**src/rtl/fifo_wr_packer.sv**
```systemverilog
// fifo_wr_packer: write-side upsizer in the wclk domain, placed directly ahead of
// the async FIFO. It packs OUT_WIDTH/IN_WIDTH narrow beats into one FIFO word,
// little-endian by lane. A packet whose s_last arrives early is flushed with the
// unwritten lanes zero-filled.
// Optional feature, enabled by defining PACK_FLUSH_TIMEOUT_EN: a partial word that
// sits idle for FLUSH_TIMEOUT cycles is flushed automatically.
module fifo_wr_packer #(
    parameter int unsigned IN_WIDTH      = 8,
    parameter int unsigned OUT_WIDTH     = 32,
    parameter int unsigned CNT_WIDTH     = 16,
    parameter int unsigned FLUSH_TIMEOUT = 16
) (
    input  logic                 wclk,
    input  logic                 rrst_n,
    input  logic                 s_valid,
    output logic                 s_ready,
    input  logic [IN_WIDTH-1:0]  s_data,
    input  logic                 s_last,
    input  logic                 fifo_full,
    output logic                 fifo_w_en,
    output logic [OUT_WIDTH-1:0] fifo_data,
    output logic [CNT_WIDTH-1:0] word_cnt
);

    localparam int unsigned RATIO    = OUT_WIDTH / IN_WIDTH;
    localparam int unsigned IDX_W    = (RATIO > 1) ? $clog2(RATIO) : 1;
    localparam logic [IDX_W-1:0] LAST_IDX = IDX_W'(RATIO - 1);

    // Reject parameter sets that cannot describe a valid upsizer
    generate
        if ((OUT_WIDTH % IN_WIDTH) != 0 || RATIO < 2 || FLUSH_TIMEOUT == 0) begin : g_bad_params
            $error("fifo_wr_packer: illegal parameter combination");
        end
    endgenerate

    logic [IDX_W-1:0]     r_idx;
    logic [OUT_WIDTH-1:0] r_asm;
    logic                 r_out_valid;
    logic [OUT_WIDTH-1:0] r_fifo_data;
    logic [CNT_WIDTH-1:0] r_word_cnt;

    logic                 w_out_free;
    logic                 w_accept;
    logic                 w_complete;
    logic                 w_fifo_w_en;
    logic                 w_flush;
    logic [OUT_WIDTH-1:0] w_merged;

    // The output slot can take a new word if it is empty or drains this cycle
    assign w_out_free  = !r_out_valid || !fifo_full;
    assign w_accept    = s_valid && w_out_free;
    assign w_fifo_w_en = r_out_valid && !fifo_full;
    assign w_complete  = w_accept && ((r_idx == LAST_IDX) || s_last);

    // Assembly register with the incoming beat dropped into the current lane
    always_comb begin
        w_merged = r_asm;
        for (int unsigned k = 0; k < RATIO; k++) begin
            if (r_idx == IDX_W'(k)) begin
                w_merged[k*IN_WIDTH +: IN_WIDTH] = s_data;
            end
        end
    end

`ifdef PACK_FLUSH_TIMEOUT_EN
    localparam int unsigned TMR_W = $clog2(FLUSH_TIMEOUT + 1);

    logic [TMR_W-1:0] r_tmr;
    logic             w_tmr_hit;

    assign w_tmr_hit = (r_tmr == TMR_W'(FLUSH_TIMEOUT));
    // A beat accepted in the same cycle wins over the timeout flush
    assign w_flush   = w_tmr_hit && w_out_free && !w_accept && (r_idx != '0);

    // Idle timer: counts while a partial word waits, saturates at the limit
    always_ff @(posedge wclk or negedge rrst_n) begin
        if (!rrst_n) begin
            r_tmr <= '0;
        end else if (w_accept || w_flush || (r_idx == '0)) begin
            r_tmr <= '0;
        end else if (!w_tmr_hit) begin
            r_tmr <= r_tmr + TMR_W'(1);
        end
    end
`else
    assign w_flush = 1'b0;
`endif

    // Lane index and assembly register
    always_ff @(posedge wclk or negedge rrst_n) begin
        if (!rrst_n) begin
            r_idx <= '0;
            r_asm <= '0;
        end else if (w_complete || w_flush) begin
            r_idx <= '0;
            r_asm <= '0;
        end else if (w_accept) begin
            r_idx <= r_idx + IDX_W'(1);
            r_asm <= w_merged;
        end
    end

    // Output word register: loaded by a completed or flushed word, emptied by a write
    always_ff @(posedge wclk or negedge rrst_n) begin
        if (!rrst_n) begin
            r_out_valid <= 1'b0;
            r_fifo_data <= '0;
        end else if (w_complete) begin
            r_out_valid <= 1'b1;
            r_fifo_data <= w_merged;
        end else if (w_flush) begin
            r_out_valid <= 1'b1;
            r_fifo_data <= r_asm;
        end else if (w_fifo_w_en) begin
            r_out_valid <= 1'b0;
        end
    end

    // Count of words handed to the FIFO, free-running and wrapping
    always_ff @(posedge wclk or negedge rrst_n) begin
        if (!rrst_n) begin
            r_word_cnt <= '0;
        end else if (w_fifo_w_en) begin
            r_word_cnt <= r_word_cnt + CNT_WIDTH'(1);
        end
    end

    assign s_ready   = w_out_free;
    assign fifo_w_en = w_fifo_w_en;
    assign fifo_data = r_fifo_data;
    assign word_cnt  = r_word_cnt;

endmodule

```
**config.mk**
```make
export PLATFORM = sky130hd
export DESIGN_NAME = fifo_wr_packer
export DESIGN_NICKNAME = d
export VERILOG_FILES = /design/src/rtl/fifo_wr_packer.sv
export SDC_FILE = /design/constraint.sdc
export NUM_CORES = 1
export LEC_CHECK = 0
export ABC_CLOCK_PERIOD_IN_PS = 1850
export CORE_MARGIN = 5
export CORE_UTILIZATION = 44
export DETAILED_ROUTE_END_ITERATION = 10
export MAX_ROUTING_LAYER = met4
export PLACE_DENSITY = 0.69
export SETUP_SLACK_MARGIN = 0.5
export SYNTH_ARGS = -nofsm -noshare
export SYNTH_HDL_FRONTEND = slang
export SYNTH_SLANG_ARGS = --single-unit
export TNS_END_PERCENT = 30
```
**constraint.sdc**
```tcl
create_clock -name wclk -period 1.85 [get_ports wclk]
set_input_delay 0.185 -clock wclk [delete_from_list [all_inputs] [get_ports wclk]]
set_output_delay 0.185 -clock wclk [all_outputs]
set_load 0.005 [all_outputs]
```
==> results.md, run 1 <==
- Fill cells: a little over 600
- Endpoints failing setup: 0
- RSZ-0062 raised after global routing: true
- CP max stage cell: dfrtp_1
- CTS Sinks: between 80 and 90
- Vias after detailed routing: approximately 2600
- Detail Placement HPWL: approximately 5100 um
- CP delay by family, top: simple AND/OR/NAND/NOR gates
- Placer Congestion: about 0.85
- TritonCTS clock tree: yes
- Fin Clk Skew: just over 0.01 ns
- Total Die Area: 0.009973 mm2
- Share of cells above drive strength 1: 0.2695
- Worst-case clock buffer depth: 2
- Die Y: between 90 and 100 um
- Rows: 32
- Initial antenna violation count: 0
- CP max FO: 8
- Vias per cell: between 5 and 6
- Iter 0 DRT Violations: between 100 and 150
- Avg Cell Area, Syn: roughly 12 um2
- Cells along the critical path: ha_4, or2_4, nor2_4, buf_6, and2_4, a22o_1
- Vias in the first global route: 2497
- #FFs+latches synth: 83
- Worst Tran Pin Value: about 0.43 ns
- Crit path time final: 1.534 ns
- Slowest stage delay, CP: approximately 0.44 ns
- Met3 Usage GRT: 0.02780
- Max-cap viol count: 0
- Synth top cells by count: 83 x dfrtp_1, 34 x nor2_1, 32 x a21oi_1, 32 x mux2i_1, 24 x a22o_1
- F_max: roughly 650 MHz
- Placed Instance Area: between 0.004 and 0.005 mm2
- Most Crowded Layer GR: met2
- Chip Width: ~100 um
- Post-synth ARST share: 1.000
- First-pass GRT wire length: between 10000 and 15000 um
- Critical Path Sink Type: flip-flop
- Grt met2 use: 0.2683
- Clock Latency Late Sink: 0.36 ns
- Worst Hold Class: input port to async pin
- Crit Path Class: flip-flop to flip-flop
- Nature of the critical path startpoint: flip-flop
- Initial cell density of the core: 0.4551
- I/O Pins: 63
- I/O Buffers: 62
- Synth Warn #: 0
- Post-layout util: 0.6543
- Hold Violations, Final: 0
- Period utilization: 0.8290
- Crit path required time: ~2.1 ns
- Syn-to-layout area delta: 43.77%
- Sw frac: 0.2826
- Max Slew Vio Count: 0
- Internal power: ~4.1 mW
- CTS root buffer: clkbuf_8
- WP data arrival: ~1.8 ns
- Top post-synthesis cells by area: dfrtp_1 58%, mux2i_1 9.0%, a22o_1 5.9%
- PD cells: 1108 mW/mm2
- GR Util met1: 0.2174
- Cts bufs inserted: 9
- Outcome: completed
- Post-synth EDFFs: 0
- Final ANT Viol Nets: 0
- Core area: 0.007807 mm2
- Mapped cell area: 0.003553 mm2
- Total grt overflow: 0
- All-layer global routing usage: 0.1703
- Pin count of the biggest net entering global routing: 41
- Leakage: between 2 and 2.5 nW
- Logic gate share of total power: 0.311
- Syn_nets: about 310
- Ant diodes: 0
- H-tree depth: 3
- Reg clk slew, reported paths: approximately 0.090 ns
- Area share of the largest cell type after synthesis: 0.5845
- Switching pwr: approximately 1.6 mW
- Final instance area: 0.005109 mm2
- Unique cell type count in the Yosys netlist: 30
- Synth area leader: dfrtp_1
- Relative slew slack: 0.7132
- Max VDD drop: ~0.00047 V
- Sequential share of power: 0.420
- Drt first pass iters: 4
- Setup_tns: 0 ns
- Buf/Inv on CP: 1
- Post-DR wirelength/cell: around 18 um
- Main synth FF type: dfrtp_1
- Most frequent cell after synthesis: dfrtp_1
- DRC: 0
- Nets@finish: approximately 400
- Seq/Total Area, Yosys: 0.5845
- Cell count after synthesis: 290
- Routed WL: just under 9000 um
- Clock group share of total power: 0.269
[state kept, by name (all words and copies together) (netlist names)]
name and count:
r_out_valid 1, fifo_data 32, r_idx 2, r_asm 32
word_cnt 16
[power by group through the flow]
stage / Combinational [mW] / Clock (mW) / Sequential (mW)
after floorplan: 0.652 / 0 / 2.41
after global placement: 1.38 / 0 / 2.41
after detailed placement: 1.40 / 0 / 2.42
after CTS: 1.55 / 1.54 / 2.35
after global routing: 1.89 / 1.62 / 2.42
final: 1.76 / 1.52 / 2.38
[final cells by class]
type	count	area, um2	share of cell area
Sequential cell	83	2082	0.4075
Tap cell	102	127.6	0.02498
Timing Repair Buffer	108	1114	0.2180
Clock inverter	6	105.1	0.02057
Clock buffer	9	123.9	0.02425
Inverter	2	7.507	0.001470
Multi-Input combinational cell	189	1549	0.3032
[per-layer routing]
metal | wire length (um) | share of wire | up-vias
met5 | 0 | 0 | -
met4 | 129 | 0.014 | 0
met3 | 434 | 0.049 | 16
met2 | 4438 | 0.50 | 62
met1 | 3898 | 0.44 | 1303
li1 | - | - | 1228
[cells by family after synthesis]
group,share of synthesized area
adder cells (fa/ha/maj),0.01761
multiplexers,0.09648
AO/OA/AOI/OAI,0.1173
AND/OR/NAND/NOR,0.1102
buffers and inverters,0.03697
flip-flops,0.5845
XOR/XNOR,0.03697
[what timing repair did]
item	in CTS	in global routing
pin swaps	7	16
resized for setup	28	44
setup endpoints to repair	123	114
hold buffers	1	0
hold endpoints to repair	28	0
gates cloned	0	6
setup buffers	22	9
[cell usage in the layout (no fill, tap or decap), types with 2 or more instances in the layout]
cell	Yosys	layout
a21oi_1	32	27
a21oi_2	0	5
a22o_1	24	24
and2_4	0	3
and3_1	3	3
buf_12	0	5
buf_4	4	28
buf_6	6	9
bufinv_16	0	3
clkbuf_16	0	4
clkbuf_8	0	9
clkdlybuf4s50_1	0	46
clkinv_2	0	3
dfrtp_1	83	79
dfrtp_2	0	4
dlygate4sd2_1	0	15
ha_1	5	2
ha_4	0	3
mux2_2	2	2
mux2i_1	32	29
mux2i_2	0	3
nand2_1	4	2
nand2_2	0	2
nand3_1	9	6
nand3_4	0	2
nand4_1	2	2
nor2_1	34	27
nor2_2	0	2
nor2_4	2	7
nor2b_1	8	8
o21ai_0	2	2
o21ai_4	0	3
xnor2_1	12	10
xnor2_2	0	2
xor2_1	3	3
[metrics by stage]
stage | power (mW) | hold WS (ns) | setup WS, ns | cells
6_report | 5.659 | 0.2938 | 0.3164 | 499
3_3_place_gp | 3.791 | 0.1334 | 0.1133 | 446
4_1_cts | 5.438 | 0.2947 | 0.3192 | 484
3_5_place_dp | 3.825 | 0.1355 | 0.09922 | 446
5_1_grt | 5.930 | 0.3220 | 0.2654 | 499
2_1_floorplan | 3.061 | -0.1106 | 0.3597 | 290
[final timing paths]
path                              start           end  slack [ns]  cells after the start
max                            r_idx[1]     r_asm[23]        0.32                      6
min                              rrst_n  fifo_data[1]        0.29                      2
max reg2reg                    r_idx[1]     r_asm[23]        0.32                      6
min reg2reg                word_cnt[15]  word_cnt[15]        0.48                      1
max in group asynchronous        rrst_n      r_idx[0]        0.99                      3
min in group wclk          word_cnt[15]  word_cnt[15]        0.48                      1
Power figures use the tool's default switching activity.
==> run 2, diff against run 1 <==
--- a/config.mk
+++ b/config.mk
@@ -5,12 +5,12 @@
 export SDC_FILE = /design/constraint.sdc
 export NUM_CORES = 1
 export LEC_CHECK = 0
-export ABC_CLOCK_PERIOD_IN_PS = 1850
+export ABC_CLOCK_PERIOD_IN_PS = 1350
 export CORE_MARGIN = 5
 export CORE_UTILIZATION = 44
 export DETAILED_ROUTE_END_ITERATION = 10
 export MAX_ROUTING_LAYER = met4
-export PLACE_DENSITY = 0.69
+export PLACE_DENSITY = 0.71
 export SETUP_SLACK_MARGIN = 0.5
 export SYNTH_ARGS = -nofsm -noshare
 export SYNTH_HDL_FRONTEND = slang
==> constraint.sdc (replaced) <==
create_clock -name wclk -period 1.35 [get_ports wclk]
set_input_delay 0.135 -clock wclk [delete_from_list [all_inputs] [get_ports wclk]]
set_output_delay 0.135 -clock wclk [all_outputs]
set_load 0.005 [all_outputs]
==> run 2 against run 1 <==
The run now ends with negative setup slack left. Die area unchanged. Final area up 0.24%. Clock-buffer cell count up 1. Non-clock buffer count unchanged. Largest cell class unchanged.
==> results.md, run 2 (same netlist as run 1, synthesis figures left out) <==
- All-layer global routing usage: 0.1738
- Final Worst Setup Slack: -0.1820 ns
- RSZ-0062 raised after global routing: true
- I/O Buffers: between 60 and 70
- TritonCTS clock tree: yes
- Iter 0 DRT Violations: 82
- Vias after detailed routing: about 2700
- CP delay by family, top: buffers and inverters
- Nets@finish: approximately 410
- CTS root buffer: clkbuf_8
- Post-DR wirelength/cell: around 18 um
- Placer Congestion: approximately 0.82
- Syn-to-layout area delta: 44.12%
- Buf/Inv on CP: 4
- Drt first pass iters: 5
- CP max stage cell: dfrtp_1
- Critical Path Sink Type: flip-flop
- PD cells: about 1500 mW/mm2
- Hold Violations, Final: 0
- FF/Latch Area: 0.002082 mm2
- Nature of the critical path startpoint: flip-flop
- Crit Path Class: flip-flop to flip-flop
- Max-cap viol count: 0
- Endpoints failing setup: 63
- Most frequent cells in the layout: 79 x dfrtp_1, 42 x buf_2, 29 x mux2i_1, 24 x a22o_1
- Worst-case clock buffer depth: 2
- Core area: between 0.007 and 0.008 mm2
- F_max: roughly 650 MHz
- DRC: 0
- Worst Tran Pin Value: 0.4630 ns
- Ant diodes: 0
- Vias in the first global route: 2564
- Relative slew slack: 0.6904
- Fin Clk Skew: around 0.0089 ns
- Leakage: 2.300 nW
- Fill cells: around 580
- CP max FO: 15
- I/O Pins: 63
- Dpl ws: -0.3039 ns
- Failing checks: negative setup slack
- Reg clk slew, reported paths: around 0.09 ns
- Initial cell density of the core: 0.4551
- Total Die Area: approximately 0.010 mm2
- Most common cell after layout, fill and taps aside: dfrtp_1
- WP data arrival: 1.81 ns
- Chip Width: approximately 100 um
- Max Slew Vio Count: 0
- Vias per cell: roughly 5.4
- H-tree depth: 3
- Initial antenna violation count: 0
- Final ANT Viol Nets: 0
- Max VDD drop: around 0.00067 V
- CTS Sinks: just over 80
- Crit path time final: 1.532 ns
- Die Y: 99.87 um
- Crit path required time: roughly 1.6 ns
- Cts bufs inserted: 9
- First-pass GRT wire length: 13150 um
- Outcome: complete, but fails checks
- Worst Hold Class: input port to async pin
- Pin count of the biggest net entering global routing: 42
- Setup_tns: -7.611 ns
- Period utilization: 1.135
- Routed WL: 9150 um
- Cells along the critical path: ha_4, buf_6, nor2_4, nor2_4, buf_6, buf_12, buf_16, a21oi_1
- Area taken by multi-input logic gates: 0.001735 mm2
- Clock Latency Late Sink: 0.36 ns
- Share of cells above drive strength 1: 0.4899
- Rows: 32
- Slowest stage delay, CP: 0.42 ns
- Detail Placement HPWL: roughly 5300 um
- Total grt overflow: 0
-- run 2: layer usage --
metal  part of all wire  GRT usage  up-vias
met2               0.51     0.2704       69
met1               0.43     0.2276     1371
met4              0.020    0.07458        0
met5                  0          -        -
met3              0.045    0.02571       14
li1                   -          -     1224
-- run 2: area by class of cell --
class,instances,area share
clock buffer,10,0.02492
clock inverter,6,0.01295
inverter,2,0.001955
multi-input combinational,189,0.3389
sequential,83,0.4065
tap,102,0.02492
timing repair buffer,108,0.1898
-- run 2: where the power goes --
group | switching [mW] | leakage, nW | internal [mW]
logic | 1.13 | 1.15 | 1.42
clock network | 0.918 | 0.0885 | 0.855
registers | 0.373 | 1.06 | 2.95
-- run 2: final timing paths --
kind,startpoint,end,cells after the start,slack [ns]
worst max-delay path,r_idx[0],fifo_data[18],8,-0.18
worst min-delay path,rrst_n,word_cnt[5],2,0.15
worst max register to register,r_idx[0],fifo_data[18],8,-0.18
worst min register to register,word_cnt[15],word_cnt[15],1,0.47
max in group asynchronous,rrst_n,r_asm[10],3,0.72
min in group wclk,fifo_full,r_out_valid,4,0.36
-- run 2: metrics by stage --
stage | std cells | total power [mW] | util | instance area, um2 | hold WS, ns
global route | 500 | 8.018 | 0.6559 | 5121 | 0.1516
CTS | 490 | 7.145 | 0.5981 | 4669 | 0.1304
global placement | 467 | 5.400 | 0.5713 | 4461 | -0.02457
finish | 500 | 7.645 | 0.6559 | 5121 | 0.1454
floorplan | 290 | 4.195 | - | 3562 | -0.1606
detailed placement | 467 | 5.458 | 0.5713 | 4461 | -0.02065
-- run 2: timing repair --
item	in CTS	in global routing
hold buffers	1	0
resized for setup	229	85
setup buffers	5	3
gates cloned	1	7
endpoints found under the setup margin	133	133
pin swaps	30	11
endpoints found under the hold margin	83	0
==> run 3, diff against run 2 <==
--- a/config.mk
+++ b/config.mk
@@ -6,11 +6,13 @@
 export NUM_CORES = 1
 export LEC_CHECK = 0
 export ABC_CLOCK_PERIOD_IN_PS = 1350
+export CELL_PAD_IN_SITES_DETAIL_PLACEMENT = 1
+export CELL_PAD_IN_SITES_GLOBAL_PLACEMENT = 1
 export CORE_MARGIN = 5
-export CORE_UTILIZATION = 44
+export CORE_UTILIZATION = 38
 export DETAILED_ROUTE_END_ITERATION = 10
 export MAX_ROUTING_LAYER = met4
-export PLACE_DENSITY = 0.71
+export PLACE_DENSITY_LB_ADDON = 0.1
 export SETUP_SLACK_MARGIN = 0.5
 export SYNTH_ARGS = -nofsm -noshare
 export SYNTH_HDL_FRONTEND = slang
==> run 3 against run 2 <==
The run still ends with negative setup slack left. Die area rose by 14%. Global-route usage fell by 0.63 points. Worst setup slack better by 0.048 ns. Sequential share of layout area is 1.0 points higher. Utilization down 11 points. Register-to-register slack better by 0.05 ns. Clock power down 5%. Critical path type unchanged. Critical endpoint is now r_asm[4]. Largest cell class unchanged.
==> results.md, run 3 (same netlist as run 1, synthesis figures left out) <==
- Max VDD drop: 0.0005890 V
- Crit path required time: 1.65 ns
- Share of cells above drive strength 1: 0.4414
- Vias after detailed routing: between 2000 and 3000
- Worst-case clock buffer depth: 2
- Leakage: around 2.3 nW
- Outcome: complete, but fails checks
- Initial antenna violation count: 0
- CP max stage cell: dfrtp_1
- Pin count of the biggest net entering global routing: 84
- CP max FO: 8
- Period utilization: 1.099
- Routed WL: ~9000 um
- Syn-to-layout area delta: 40.28%
- Die Y: 106.7 um
- Chip Width: about 110 um
- Worst Hold Class: input port to async pin
- Cells along the critical path: ha_2, or2_4, o21ai_2, a22o_1
- Ant diodes: 0
- Worst reg2reg path startpoint: r_idx[0]
- RSZ-0062 raised after global routing: true
- Iter 0 DRT Violations: just under 60
- Crit path launch: r_idx[0]
- Crit path time final: 1.484 ns
- Hold Violations, Final: 0
- All-layer global routing usage: 0.1675
- WP data arrival: roughly 1.8 ns
- Failing checks: negative setup slack
- Crit Path Class: flip-flop to flip-flop
- F_max: between 600 and 700 MHz
- Critical Path Sink Type: flip-flop
- Buf/Inv on CP: 0
- Vias in the first global route: between 2000 and 3000
- Fin Hold WS: approximately 0.35 ns
- CP delay by family, top: compound AO/OA/AOI/OAI gates
- Core area: slightly above 0.009 mm2
- Relative slew slack: 0.6752
- Final instance area: approximately 0.005 mm2
- Detail Placement HPWL: ~5500 um
- Tot Pwr: roughly 7.4 mW
- Slowest stage delay, CP: just under 0.4 ns
- Worst Tran Pin Value: 0.4857 ns
- H-tree depth: 3
- Setup_tns: -5.335 ns
- Final ANT Viol Nets: 0
- Drt first pass iters: 4
- Total Die Area: 0.01138 mm2
- Non-Filler Instances: 512
- Clock Latency Late Sink: 0.36 ns
- Max Slew Vio Count: 0
- DRC: 0
- Placed Instances: 472
- Nets@finish: slightly above 400
- PD cells: roughly 1500 mW/mm2
- Placer Congestion: 0.7763
- Fin Clk Skew: 0.01332 ns
- Nature of the critical path startpoint: flip-flop
- Cts bufs inserted: 9
- I/O Pins: between 60 and 70
- Endpoints failing setup: 70
- Total grt overflow: 0
- Most frequent cells in the layout: 82 x dfrtp_1, 43 x buf_2, 29 x buf_4, 28 x nor2_1
- TritonCTS clock tree: yes
- Vias per cell: 5.096
- CTS Sinks: 83
- First-pass GRT wire length: 14420 um
- CTS root buffer: clkbuf_8
- I/O Buffers: 62
- Most common cell after layout, fill and taps aside: dfrtp_1
- Post-DR wirelength/cell: 18.06 um
- Reg clk slew, reported paths: about 0.09 ns
- Final Worst Setup Slack: -0.1339 ns
- Max-cap viol count: 0
- Rows: 35
- Placed Instance Area: around 0.0044 mm2
- Initial cell density of the core: 0.3864
[run 3: cell types whose count changed in the layout (fill, tap and decap cells not counted), moves of 5 or more]
| cell | before | now |
|---|---|---|
| a21oi_2 | 18 | 10 |
| a21oi_1 | 14 | 20 |
| mux2i_1 | 29 | 24 |
| nor2_1 | 13 | 28 |
| nor2_4 | 18 | 5 |
| buf_4 | 19 | 29 |
[run 3: through the flow]
step,utilization,setup slack [ns]
global route,0.5420,-0.2158
CTS,0.5061,-0.09738
floorplan,-,-0.1403
finish,0.5420,-0.1339
detailed placement,0.4816,-0.3364
global placement,0.4816,-0.2890
[run 3: metal layers]
layer	wire length, um	global-route usage
met5	0	-
met4	182	0.07489
met3	281	0.03070
met2	4441	0.2567
met1	4342	0.2179
[run 3: timing repair]
item / in CTS / in global routing
endpoints found under the hold margin: 83 / 0
setup buffers: 16 / 5
endpoints found under the setup margin: 133 / 133
cloned: 0 / 2
pin swaps: 14 / 28
hold buffers: 1 / 0
resized for setup: 235 / 57
[run 3: worst paths after layout]
| path | to | slack, ns | cells past startpoint |
|---|---|---|---|
| max | r_asm[4] | -0.13 | 4 |
| min | word_cnt[13] | 0.35 | 3 |
| max reg2reg | r_asm[4] | -0.13 | 4 |
| min reg2reg | word_cnt[15] | 0.47 | 1 |
| max in group asynchronous | r_idx[0] | 0.64 | 3 |
| min in group wclk | r_out_valid | 0.41 | 4 |
[run 3: where the power goes]
| part | leakage (nW) | switching, mW | internal [mW] | total (mW) |
|---|---|---|---|---|
| clock network | 0.0884 | 0.917 | 0.765 | 1.68 |
| logic | 1.13 | 1.13 | 1.37 | 2.50 |
| registers | 1.06 | 0.284 | 2.95 | 3.23 |
[run 3: tightest hold or removal path, cell delays in order]
cell,delay [ns]
dlygate4sd3_1,0.53
buf_4,0.11
buf_12,0.36
[run 3: final cells by class]
| cell class | instances | area, um2 |
|---|---|---|
| Clock inverter | 4 | 25.02 |
| Fill cell | 958 | 4212 |
| Timing Repair Buffer | 111 | 913.4 |
| Clock buffer | 12 | 155.1 |
| Tap cell | 111 | 138.9 |
| Sequential cell | 83 | 2078 |
| Multi-Input combinational cell | 189 | 1664 |
| Inverter | 2 | 10.01 |
